### src/rtl/ctrl_sequencer_if.sv
// Control bundle between the microsequencer and the single-bus datapath.
// Valid/ready semantics: the memory presents read data on Mdatain and raises
// mem_ready in the same cycle. The sequencer keeps Read/MDRin asserted in T1
// every cycle until it samples mem_ready=1 on a rising clock edge, and only
// then advances. run is a level that is sampled only at instruction
// boundaries. All sequencer outputs are registered-state decodes (Moore).
interface ctrl_sequencer_if #(
  parameter int REG_W = 4,
  parameter int ALU_W = 5
);
  logic              run;
  logic              mem_ready;
  logic [31:0]       ir;

  logic              PCout;
  logic              IncPC;
  logic              MARin;
  logic              Zin;
  logic              Zlowout;
  logic              ZHighout;
  logic              Read;
  logic              MDRin;
  logic              MDRout;
  logic              IRin;
  logic              Yin;
  logic              HIin;
  logic              LOin;
  logic              rout_en;
  logic [REG_W-1:0]  rout_sel;
  logic              rin_en;
  logic [REG_W-1:0]  rin_sel;
  logic [ALU_W-1:0]  alu_op;
  logic              halted;
  logic [3:0]        step;

  // Sequencer side: consumes run/mem_ready/ir, produces strobes.
  modport master (
    input  run, mem_ready, ir,
    output PCout, IncPC, MARin, Zin, Zlowout, ZHighout, Read, MDRin, MDRout,
           IRin, Yin, HIin, LOin, rout_en, rout_sel, rin_en, rin_sel, alu_op,
           halted, step
  );

  // Datapath / environment side.
  modport slave (
    output run, mem_ready, ir,
    input  PCout, IncPC, MARin, Zin, Zlowout, ZHighout, Read, MDRin, MDRout,
           IRin, Yin, HIin, LOin, rout_en, rout_sel, rin_en, rin_sel, alu_op,
           halted, step
  );
endinterface

### src/rtl/ctrl_sequencer.sv
// Microsequencer for the single-bus datapath: fetch (T0..T2) followed by
// execute steps for two-operand ALU, unary, mul/div (HI/LO), nop and halt.
// Outputs are decoded from the registered state and ir only; step exposes
// the state encoding for debug.
module ctrl_sequencer #(
  parameter int               OPC_W    = 5,
  parameter int               REG_W    = 4,
  parameter int               ALU_W    = 5,
  parameter logic [OPC_W-1:0] MUL_OPC  = 5'h0E,
  parameter logic [OPC_W-1:0] DIV_OPC  = 5'h0F,
  parameter logic [OPC_W-1:0] NEG_OPC  = 5'h09,
  parameter logic [OPC_W-1:0] NOT_OPC  = 5'h0A,
  parameter logic [OPC_W-1:0] NOP_OPC  = 5'h1A,
  parameter logic [OPC_W-1:0] HALT_OPC = 5'h1B
) (
  input  logic              clock,
  input  logic              clear,
  ctrl_sequencer_if.master  bus
);

  localparam logic [3:0] S_IDLE = 4'd0;
  localparam logic [3:0] S_T0   = 4'd1;
  localparam logic [3:0] S_T1   = 4'd2;
  localparam logic [3:0] S_T2   = 4'd3;
  localparam logic [3:0] S_T3   = 4'd4;
  localparam logic [3:0] S_T4   = 4'd5;
  localparam logic [3:0] S_T5   = 4'd6;
  localparam logic [3:0] S_T6   = 4'd7;
  localparam logic [3:0] S_HALT = 4'd8;

  // Instruction fields: opcode at the top, then Ra, Rb, Rc, MSB first.
  localparam int RA_MSB  = 31 - OPC_W;
  localparam int FLD_LSB = RA_MSB - 3 * REG_W;

  logic [3:0]       state;
  logic [3:0]       state_nx;
  logic [OPC_W-1:0] opcode;
  logic [REG_W-1:0] ra;
  logic [REG_W-1:0] rb;
  logic [REG_W-1:0] rc;
  logic [31:0]      opc_ext;
  logic [ALU_W-1:0] alu_val;
  logic             is_muldiv;
  logic             is_unary;
  logic             unused_bits;

  assign opcode  = bus.ir[31 -: OPC_W];
  assign ra      = bus.ir[RA_MSB -: REG_W];
  assign rb      = bus.ir[RA_MSB - REG_W -: REG_W];
  assign rc      = bus.ir[RA_MSB - 2 * REG_W -: REG_W];

  // alu_op is the opcode zero-extended or truncated to ALU_W.
  assign opc_ext = 32'(opcode);
  assign alu_val = opc_ext[ALU_W-1:0];

  assign is_muldiv = (opcode == MUL_OPC) || (opcode == DIV_OPC);
  assign is_unary  = (opcode == NEG_OPC) || (opcode == NOT_OPC);

  // Immediate/low ir bits and upper extension bits carry no control meaning.
  assign unused_bits = ^{bus.ir[FLD_LSB:0], opc_ext[31:ALU_W]};

  // State register; clear abandons any instruction in flight.
  always_ff @(posedge clock or negedge clear) begin
    if (!clear) begin
      state <= S_IDLE;
    end else begin
      state <= state_nx;
    end
  end

  // Next-state: run is looked at only in IDLE and the last execute step.
  always_comb begin
    state_nx = state;
    case (state)
      S_IDLE: if (bus.run) state_nx = S_T0;
      S_T0:   state_nx = S_T1;
      S_T1:   if (bus.mem_ready) state_nx = S_T2;
      S_T2:   state_nx = S_T3;
      S_T3: begin
        if (opcode == HALT_OPC)     state_nx = S_HALT;
        else if (opcode == NOP_OPC) state_nx = bus.run ? S_T0 : S_IDLE;
        else if (is_unary)          state_nx = S_T5;
        else                        state_nx = S_T4;
      end
      S_T4:   state_nx = S_T5;
      S_T5: begin
        if (is_muldiv) state_nx = S_T6;
        else           state_nx = bus.run ? S_T0 : S_IDLE;
      end
      S_T6:   state_nx = bus.run ? S_T0 : S_IDLE;
      S_HALT: state_nx = S_HALT;
      default: state_nx = S_IDLE;
    endcase
  end

  // Moore strobe decode; anything not named for a state stays 0.
  always_comb begin
    bus.PCout    = 1'b0;
    bus.IncPC    = 1'b0;
    bus.MARin    = 1'b0;
    bus.Zin      = 1'b0;
    bus.Zlowout  = 1'b0;
    bus.ZHighout = 1'b0;
    bus.Read     = 1'b0;
    bus.MDRin    = 1'b0;
    bus.MDRout   = 1'b0;
    bus.IRin     = 1'b0;
    bus.Yin      = 1'b0;
    bus.HIin     = 1'b0;
    bus.LOin     = 1'b0;
    bus.rout_en  = 1'b0;
    bus.rout_sel = '0;
    bus.rin_en   = 1'b0;
    bus.rin_sel  = '0;
    bus.alu_op   = '0;
    bus.halted   = 1'b0;
    bus.step     = state;
    case (state)
      S_T0: begin
        bus.PCout = 1'b1;
        bus.MARin = 1'b1;
        bus.IncPC = 1'b1;
        bus.Zin   = 1'b1;
      end
      S_T1: begin
        bus.Zlowout = 1'b1;
        bus.Read    = 1'b1;
        bus.MDRin   = 1'b1;
      end
      S_T2: begin
        bus.MDRout = 1'b1;
        bus.IRin   = 1'b1;
      end
      S_T3: begin
        if ((opcode != HALT_OPC) && (opcode != NOP_OPC)) begin
          bus.rout_en  = 1'b1;
          bus.rout_sel = rb;
          if (is_unary) begin
            bus.alu_op = alu_val;
            bus.Zin    = 1'b1;
          end else begin
            bus.Yin = 1'b1;
          end
        end
      end
      S_T4: begin
        bus.rout_en  = 1'b1;
        bus.rout_sel = rc;
        bus.alu_op   = alu_val;
        bus.Zin      = 1'b1;
      end
      S_T5: begin
        bus.Zlowout = 1'b1;
        if (is_muldiv) begin
          bus.LOin = 1'b1;
        end else begin
          bus.rin_en  = 1'b1;
          bus.rin_sel = ra;
        end
      end
      S_T6: begin
        bus.ZHighout = 1'b1;
        bus.HIin     = 1'b1;
      end
      S_HALT: bus.halted = 1'b1;
      default: ;
    endcase
  end

endmodule

### src/flat_wrapper.sv
// flat-port wrapper written by rule: the top's interface ports become plain ports
module ctrl_sequencer_flat 
#(
  parameter int               OPC_W    = 5,
  parameter int               REG_W    = 4,
  parameter int               ALU_W    = 5,
  parameter logic [OPC_W-1:0] MUL_OPC  = 5'h0E,
  parameter logic [OPC_W-1:0] DIV_OPC  = 5'h0F,
  parameter logic [OPC_W-1:0] NEG_OPC  = 5'h09,
  parameter logic [OPC_W-1:0] NOT_OPC  = 5'h0A,
  parameter logic [OPC_W-1:0] NOP_OPC  = 5'h1A,
  parameter logic [OPC_W-1:0] HALT_OPC = 5'h1B
)
  (clock, clear, bus_run, bus_mem_ready, bus_ir, bus_PCout, bus_IncPC, bus_MARin, bus_Zin, bus_Zlowout, bus_ZHighout, bus_Read, bus_MDRin, bus_MDRout, bus_IRin, bus_Yin, bus_HIin, bus_LOin, bus_rout_en, bus_rout_sel, bus_rin_en, bus_rin_sel, bus_alu_op, bus_halted, bus_step);
  ctrl_sequencer_if #(.REG_W(REG_W), .ALU_W(ALU_W)) bus_i ();
  input  logic clock;
  input  logic clear;
  input wire logic [$bits(bus_i.run)-1:0] bus_run;
  input wire logic [$bits(bus_i.mem_ready)-1:0] bus_mem_ready;
  input wire logic [$bits(bus_i.ir)-1:0] bus_ir;
  output wire logic [$bits(bus_i.PCout)-1:0] bus_PCout;
  output wire logic [$bits(bus_i.IncPC)-1:0] bus_IncPC;
  output wire logic [$bits(bus_i.MARin)-1:0] bus_MARin;
  output wire logic [$bits(bus_i.Zin)-1:0] bus_Zin;
  output wire logic [$bits(bus_i.Zlowout)-1:0] bus_Zlowout;
  output wire logic [$bits(bus_i.ZHighout)-1:0] bus_ZHighout;
  output wire logic [$bits(bus_i.Read)-1:0] bus_Read;
  output wire logic [$bits(bus_i.MDRin)-1:0] bus_MDRin;
  output wire logic [$bits(bus_i.MDRout)-1:0] bus_MDRout;
  output wire logic [$bits(bus_i.IRin)-1:0] bus_IRin;
  output wire logic [$bits(bus_i.Yin)-1:0] bus_Yin;
  output wire logic [$bits(bus_i.HIin)-1:0] bus_HIin;
  output wire logic [$bits(bus_i.LOin)-1:0] bus_LOin;
  output wire logic [$bits(bus_i.rout_en)-1:0] bus_rout_en;
  output wire logic [$bits(bus_i.rout_sel)-1:0] bus_rout_sel;
  output wire logic [$bits(bus_i.rin_en)-1:0] bus_rin_en;
  output wire logic [$bits(bus_i.rin_sel)-1:0] bus_rin_sel;
  output wire logic [$bits(bus_i.alu_op)-1:0] bus_alu_op;
  output wire logic [$bits(bus_i.halted)-1:0] bus_halted;
  output wire logic [$bits(bus_i.step)-1:0] bus_step;
  assign bus_i.run = bus_run;
  assign bus_i.mem_ready = bus_mem_ready;
  assign bus_i.ir = bus_ir;
  assign bus_PCout = bus_i.PCout;
  assign bus_IncPC = bus_i.IncPC;
  assign bus_MARin = bus_i.MARin;
  assign bus_Zin = bus_i.Zin;
  assign bus_Zlowout = bus_i.Zlowout;
  assign bus_ZHighout = bus_i.ZHighout;
  assign bus_Read = bus_i.Read;
  assign bus_MDRin = bus_i.MDRin;
  assign bus_MDRout = bus_i.MDRout;
  assign bus_IRin = bus_i.IRin;
  assign bus_Yin = bus_i.Yin;
  assign bus_HIin = bus_i.HIin;
  assign bus_LOin = bus_i.LOin;
  assign bus_rout_en = bus_i.rout_en;
  assign bus_rout_sel = bus_i.rout_sel;
  assign bus_rin_en = bus_i.rin_en;
  assign bus_rin_sel = bus_i.rin_sel;
  assign bus_alu_op = bus_i.alu_op;
  assign bus_halted = bus_i.halted;
  assign bus_step = bus_i.step;
  ctrl_sequencer #(.OPC_W(OPC_W), .REG_W(REG_W), .ALU_W(ALU_W), .MUL_OPC(MUL_OPC), .DIV_OPC(DIV_OPC), .NEG_OPC(NEG_OPC), .NOT_OPC(NOT_OPC), .NOP_OPC(NOP_OPC), .HALT_OPC(HALT_OPC)) u_core (.clock(clock), .clear(clear), .bus(bus_i));
endmodule
### config.mk
export PLATFORM = sky130hd
export DESIGN_NAME = ctrl_sequencer_flat
export DESIGN_NICKNAME = d
export VERILOG_FILES = /design/src/rtl/ctrl_sequencer_if.sv /design/src/rtl/ctrl_sequencer.sv /design/src/flat_wrapper.sv
export SDC_FILE = /design/constraint.sdc
export NUM_CORES = 1
export LEC_CHECK = 0
export ABC_AREA = 1
export ABC_CLOCK_PERIOD_IN_PS = 2029
export BUFFER_PORTS_ARGS = -buffer_cell sky130_fd_sc_hd__buf_2
export CAP_MARGIN = 30
export CORE_MARGIN = 1.5
export CORE_UTILIZATION = 35
export CTS_CLUSTER_SIZE = 30
export DETAILED_ROUTE_END_ITERATION = 16
export GPL_ROUTABILITY_DRIVEN = 0
export GPL_TIMING_DRIVEN = 0
export PLACE_DENSITY_LB_ADDON = 0.25
export SETUP_SLACK_MARGIN = 0.1
export SLEW_MARGIN = 20
export SYNTH_ARGS = -nofsm -noshare
export SYNTH_HDL_FRONTEND = slang
export SYNTH_SLANG_ARGS = --single-unit
### constraint.sdc
create_clock -name clock -period 2.03 [get_ports clock]
set_input_delay 0.203 -clock clock [delete_from_list [all_inputs] [get_ports clock]]
set_output_delay 0.203 -clock clock [all_outputs]
set_load 0.03 [all_outputs]
# [After elaboration in Yosys (flattened, before gate mapping)]
# Index checks and enable logic that the tools add are counted.
[totals] wordCells=59 ramBits=0 memories=0 romBits=0 inputBits=36 ff_bits=4 latchBits=0
[classes] n_lt_le_gt_ge=0 eq_ne=18 n_mul=0 addsub=0 shift=0 mux=33 n_reduce_logical=7 bitwise_logic=0 div=0
[ops] operator="4-bit one-hot mux with 9 select lines" count=1
[ops] operator="4-bit two-way mux" count=8
[ops] operator="5-bit by 4-bit == test with 1-bit output (second input constant)" count=4
[ops] operator="1-bit two-way mux" count=17
[ops] operator="4-bit by 3-bit == test with 1-bit output (second input constant)" count=4
[ops] operator="5-bit == test (second input constant)" count=2
[ops] operator="5-bit two-way mux" count=2
[ops] operator="5-bit inequality test (second input constant)" count=2
[ops] operator="5-bit one-hot mux with 2 select lines" count=1
[ops] operator="4-bit by 2-bit == test with 1-bit output (second input constant)" count=2
[ops] operator="4-bit one-hot mux with 2 select lines" count=1
[ops] operator="4-bit by 1-bit == test with 1-bit output (second input constant)" count=1
[ops] operator="4-bit == test (second input constant)" count=1
[ops] operator="4-bit zero test" count=1
[ops] operator="2-bit inequality test (second input constant)" count=2
[ops] operator="1-bit one-hot mux with 2 select lines" count=2
[ops] operator="2-bit OR reduction" count=2
[ops] operator="1-bit logical OR" count=2
[ops] operator="2-bit two-way mux" count=1
[ops] operator="2-bit AND reduction" count=1
[ops] operator="1-bit logical AND" count=1

# [Depth between registers and ports, before layout]
# Gate-level depths: netlist of run 1.
[depth] word_depth=6 ltp_mapped=9

# [Least setup slack after synthesis of run 1]
# No wires, ideal clock.
[synth_timing] kind="reg2out" startpoint="register u_core.state[1], in the netlist u_core.bus.step[1]" endpoint="output port bus_MDRout" arrival_time_ps=2072 required_time_ps=1827 path_slack_ps=-245 path_stages_with_launch=4 n_path_buf=1 cell_sequence="dfrtp_1 inv_1 nor4_1 buf_4"
[synth_between] elab_chain_cells=2
[synth_lines] item="start: declaration" line_no="ctrl_sequencer.sv:35" text="logic [3:0] state;"
[synth_lines] item="start signal: assignment" line_no="ctrl_sequencer.sv:67" text="state <= state_nx;"
[synth_lines] item="4-bit by 2-bit == test with 1-bit output"
[synth_lines] item="1-bit two-way mux"
[synth_lines] item="end: declaration" line_no="flat_wrapper.sv:29" text="output wire logic [$bits(bus_i.MDRout)-1:0] bus_MDRout;"
# No other way between the ends.

# [Worst setup path in the final report of run 1]
[layout_timing] startpoint="register u_core.state[3], in the netlist u_core.bus.step[3]" endpoint="output port bus_Zin"
[layout_between] elab_chain_cells=3
[layout_lines] item="4-bit by 1-bit == test with 1-bit output or 4-bit by 3-bit == test with 1-bit output (tied branches)" line_no="ctrl_sequencer.sv:118" text="case (state)"
[layout_lines] item="2-bit OR reduction (no line)"
[layout_lines] item="1-bit one-hot mux with 2 select lines (*)" line_no="ctrl_sequencer.sv:118"
[layout_lines] item="end: declaration" line_no="flat_wrapper.sv:24" text="output wire logic [$bits(bus_i.Zin)-1:0] bus_Zin;"
# Mark *: on every way between the ends. The rest lies on a longest branch, timed or not.

==> impl_metrics.ini, run 1 <==
[logic_synthesis]
synthDistinctLibCells = 16
synth-seq-area-share = 0.1735
syn-instance-count = 112
synth-seq-cells = 4
synthesis.nets = 148
ys_warn_count = 0
synth_area_um2 = 576.8
syn_avg_cell_area_um2 = 5.150

[worst_setup_path]
critPathCaptureType = primary output
r2r_slack_ns = 0.74
path_max_fanout = 8
path_buf_inv = 3
critPathArrivalTime_ns = 1.58
reg2reg_to = u_core.bus.step[1]
reg2reg_from = u_core.bus.step[3]
crit_type = reg2out
start_kind = flip-flop
r2r_cells = 7
required_ns = 1.83
crit_cells = 8
slowest_stage = dfrtp_1
critPathMaxStageDelay_ns = 0.43
crit_family = simple AND/OR/NAND/NOR gates
critical_path.cell_chain = inv_2 > nand2_2 > clkinv_2 > nand2_2 > nor2_4 > nand3_1 > nand3_1 > buf_2
startpoint = u_core.bus.step[3]

[route]
via_per_inst = 4.530
routed_wl_um = 1631
vias = 838
avgRoutedWirePerCell_um = 8.816
dr.pass1.iters = 4
antenna_left = 0
post-route-drc-count = 0
dr.first_iter.drc_count = 15

[clocking]
worstSkewPairLatency_ns = 0.24
cts_tree = yes
clock_tree.root_cell = clkbuf_4
clk_pin_slew_ns = 0.04
clockBufferDepth = 2
clock_sinks = 4
post_cts_buffers = 0
h-tree-depth = 1
cts_buffers = 3
cts_resized = 0

[worst_hold_path]
worstHoldStart = bus_mem_ready
hp-class = in2reg
min_path_cells = 3
hold_end = u_core.bus.step[0]

[timing]
hold_viol_final = 0
tightest_slew_ns = 0.3486
skew_ns = 0.001668
setup_slack_ns = 0.2441
slew_violations = 0
timing.setup.tns_ns = 0
timing.fmax_ghz = 0.5599
fin_crit_sh = 0.8797
finalSetupViolCount = 0
min_period_ns = 1.786
rsz0062_at_grt = false
slew_headroom = 0.7657

[placement]
dp.cells = 181
pre_cts_slack_ns = 0.4617
placed_area_um2 = 873.3
io_buffer_count = 53
hpwl_um = 1406

[global_route]
grtUsageMet2 = 0.3059
grt.overflow.total = 0
busiest_layer = met2
antenna_found_initial = 0
met3_usage = 0.04583
grt_pass1_wl_um = 2539
grt_max_degree = 9
met1_usage = 0.2072
grt_pass1_vias = 690
grtUsageTotal = 0.1751

[die]
row_count = 14
start_util = 0.3785
ioPinCount = 69
core_um2 = 1524
die-area_um2 = 1901
die_y_um = 43.60
die_w_um = 43.60

[power]
pwr_density_cell_nw_per_um2 = 1303
p_leak_nw = 0.6579
peakVddDrop_v = 0.001096

[final_layout]
antenna_cells = 0
final_common_cell = buf_2
fin_util = 0.5944
most-common-layout-cells = buf_2, nand2_1, nor2_1, inv_1, nand3_1
fin_nets = 207
fillers = 168
area_delta_synth_final_pct = 57.05
drive_above_1_share = 0.4260
largest_reg_flops = 4
fin_area_um2 = 905.9
stdcell_count = 185

[job]
cap_viol_max_count = 0

[run_status]
status = complete, no violations
[through the flow]
step / hold WS, ns / power [mW]
6_report: 0.2536 / 1.181
3_3_place_gp: 0.005936 / 1.078
2_1_floorplan: -0.09259 / 0.8490
5_1_grt: 0.2879 / 1.274
3_5_place_dp: 0.01163 / 1.086
4_1_cts: 0.2503 / 1.193
[synthesized netlist by cell type, drive strengths merged]
library cell / count / area, um^2
nand2: 38 / 152.6
nor2: 25 / 101.4
inv: 20 / 75.07
nand3: 10 / 55.05
buf: 5 / 37.54
dfrtp: 4 / 100.1
o21ai: 4 / 20.02
nor3: 2 / 10.01
clkinv: 1 / 5.000
nand3b: 1 / 7.510
nand4: 1 / 6.260
nor4: 1 / 6.260
[how the worst max path moves through the flow]
stage / slack [ns] / to
after floorplan: 0.15 / bus_MDRout
after global placement: 0.47 / bus_Zin
after detailed placement: 0.46 / bus_Zin
after CTS: 0.20 / bus_Zin
after global routing: 0.12 / bus_Zin
final: 0.24 / bus_Zin
[what timing repair did]
action                     in CTS  in global routing
hold endpoints to repair        4                  0
hold buffers                    1                  0
setup endpoints to repair       0                  1
[cell type report]
cell class              count  area, um^2  area share
plain buffers               5       37.54     0.04144
repair buffers             54       275.3      0.3039
multi-input cells          82       370.4      0.4088
well taps                  16       20.02     0.02210
inverters                  21       80.08     0.08840
clock buffers               3       22.52     0.02486
flip-flops and latches      4       100.1      0.1105
[tightest hold or removal path, stage by stage]
cell and delay (ns):
buf_2 0.08, o21ai_0 0.07, nor2_1 0.09
[per-layer routing]
metal / part of all wire / wire length (um)
met5: 0 / 0
met2: 0.48 / 776
met3: 0.097 / 159
met1: 0.42 / 686
met4: 0.0049 / 8
[power by group]
part | total, mW | switching [mW] | internal [mW] | leakage (nW)
sequential | 0.146 | 0.0361 | 0.110 | 0.0513
clock | 0.0987 | 0.0326 | 0.0661 | 0.0138
combinational | 0.936 | 0.657 | 0.279 | 0.593
[logic make-up (layout without fill, tap and decap cells)]
logic type | count (synthesis) | in the layout | synth area share
simple gates | 78 | 78 | 0.5879
buf+inv | 26 | 83 | 0.2039
compound gates | 4 | 4 | 0.03471
flops | 4 | 4 | 0.1735
Note: power is estimated with default switching activity, not from simulation.
==> run 2, diff against run 1 <==
- CORE_MARGIN: 1.5 -> unset
==> run 2 against run 1 <==
Clock power shrank 2.3%. Critical path type unchanged. Cell count grew 1.1%. Fmax grew 0.74%. Clock skew grew 0.0048 ns. Core utilization grew 0.99 points. First-iteration DRC count shrank 27%. Register-to-register slack lost 0.02 ns. Setup slack gained 0.013 ns.
==> impl_metrics.ini, run 2 (synthesis gave the netlist of run 1 again) <==
[global_route]
grtUsageTotal = 0.1888
grt_pass1_wl_um = 2649
grt.overflow.total = 0
antenna_found_initial = 0
grt_pass1_vias = 734
grt_max_degree = 9

[timing]
slew_headroom = 0.7782
timing.fmax_ghz = 0.5641
tightest_slew_ns = 0.3299
finalSetupViolCount = 0
skew_ns = 0.006433
min_period_ns = 1.773
timing.setup.tns_ns = 0
fin_crit_sh = 0.8733
hold_viol_final = 0
slew_violations = 0
rsz0062_at_grt = false

[route]
post-route-drc-count = 0
dr.pass1.iters = 3
dr.first_iter.drc_count = 11
avgRoutedWirePerCell_um = 8.610
antenna_left = 0
via_per_inst = 4.529
vias = 847
routed_wl_um = 1610

[clocking]
clockBufferDepth = 2
clk_pin_slew_ns = 0.04
h-tree-depth = 1
cts_buffers = 3
clock_tree.root_cell = clkbuf_4
clock_sinks = 4
cts_resized = 0
worstSkewPairLatency_ns = 0.23
cts_tree = yes

[worst_setup_path]
required_ns = 1.83
path_buf_inv = 4
critPathMaxStageDelay_ns = 0.43
crit_family = buffers and inverters
path_max_fanout = 5
critical_path.cell_chain = inv_2 > nand2_2 > clkinv_2 > nand2_2 > nor2_4 > buf_4 > nand2_1 > nand2_1 > buf_2
start_kind = flip-flop
crit_type = reg2out
critPathCaptureType = primary output
critPathArrivalTime_ns = 1.57
slowest_stage = dfrtp_1

[run_status]
status = complete, no violations

[final_layout]
drive_above_1_share = 0.4327
fin_util = 0.6043
fin_nets = 209
antenna_cells = 0
most-common-layout-cells = buf_2, nand2_1, nor2_1, inv_1, nand3_1
area_delta_synth_final_pct = 59.65
multi_input_area_um2 = 370.4
fillers = 166
final_common_cell = buf_2
largest_reg_flops = 4
fin_area_um2 = 920.9
seq_area_um2 = 100.1
stdcell_count = 187

[placement]
placed_area_um2 = 873.3
io_buffer_count = 53
hpwl_um = 1344
dp.cells = 181

[die]
die_y_um = 42.60
row_count = 14
core_um2 = 1524
die-area_um2 = 1814
ioPinCount = 69
die_w_um = 42.60
start_util = 0.3785

[power]
peakVddDrop_v = 0.0009436
p_leak_nw = 0.6686
pwr_density_cell_nw_per_um2 = 1296
finalPower_mw = 1.194

[worst_hold_path]
hp-class = in2reg

[job]
cap_viol_max_count = 0
run 2: cell types whose count changed in the layout (fill, tap and decap cells not counted), sizes merged:
cell	delta
buf	+2
run 2: routing by layer:
metal,global-route usage,part of all wire,up-vias
met5,0,0,-
met2,0.3446,0.47,38
li1,-,-,454
met1,0.2178,0.45,353
met4,0.07500,0.0062,0
met3,0.02586,0.068,2
run 2: worst register-to-register path, stage by stage, from the launching register on:
cell	delay, ns
dfrtp_1	0.43
inv_2	0.07
nand2_2	0.10
clkinv_2	0.08
nand2_2	0.14
inv_2	0.09
nor2_1	0.15
nand4_1	0.11
run 2: final timing paths:
check,startpoint,endpoint,cells past startpoint,slack (ns)
max,u_core.bus.step[3],bus_rout_en,9,0.26
min,bus_mem_ready,u_core.bus.step[0],3,0.27
max reg2reg,u_core.bus.step[3],u_core.bus.step[1],7,0.72
min reg2reg,u_core.bus.step[0],u_core.bus.step[3],3,0.63
max in group asynchronous,clear,u_core.bus.step[2],2,1.60
min in group asynchronous,clear,u_core.bus.step[0],2,0.30
run 2: metrics by stage:
| step | setup WS [ns] | hold slack [ns] |
|---|---|---|
| 3_5_place_dp | 0.4473 | 0.01164 |
| 3_3_place_gp | 0.4700 | 0.005680 |
| 5_1_grt | 0.1552 | 0.2741 |
| 2_1_floorplan | 0.1480 | -0.09259 |
| 6_report | 0.2573 | 0.2661 |
| 4_1_cts | 0.1853 | 0.2581 |
run 2: cell type report:
class,instances,share of cell area
Inverter,21,0.08696
Tap cell,16,0.02174
Timing Repair Buffer,56,0.3152
Multi-Input combinational cell,82,0.4022
Buffer,5,0.04076
Sequential cell,4,0.1087
Clock buffer,3,0.02446
run 2: report_power, final:
group | leakage (nW) | total (mW) | internal [mW] | switching, mW
registers | 0.0513 | 0.146 | 0.110 | 0.0355
clock network | 0.0138 | 0.0964 | 0.0659 | 0.0304
logic | 0.604 | 0.952 | 0.292 | 0.660
total | 0.669 | 1.19 | 0.468 | 0.725
run 2: what timing repair did:
item | 4_1_cts | 5_1_grt
hold buffers | 1 | 0
hold endpoints to repair | 4 | 0
endpoints found under the setup margin | 0 | 2
buffers inserted | 0 | 2
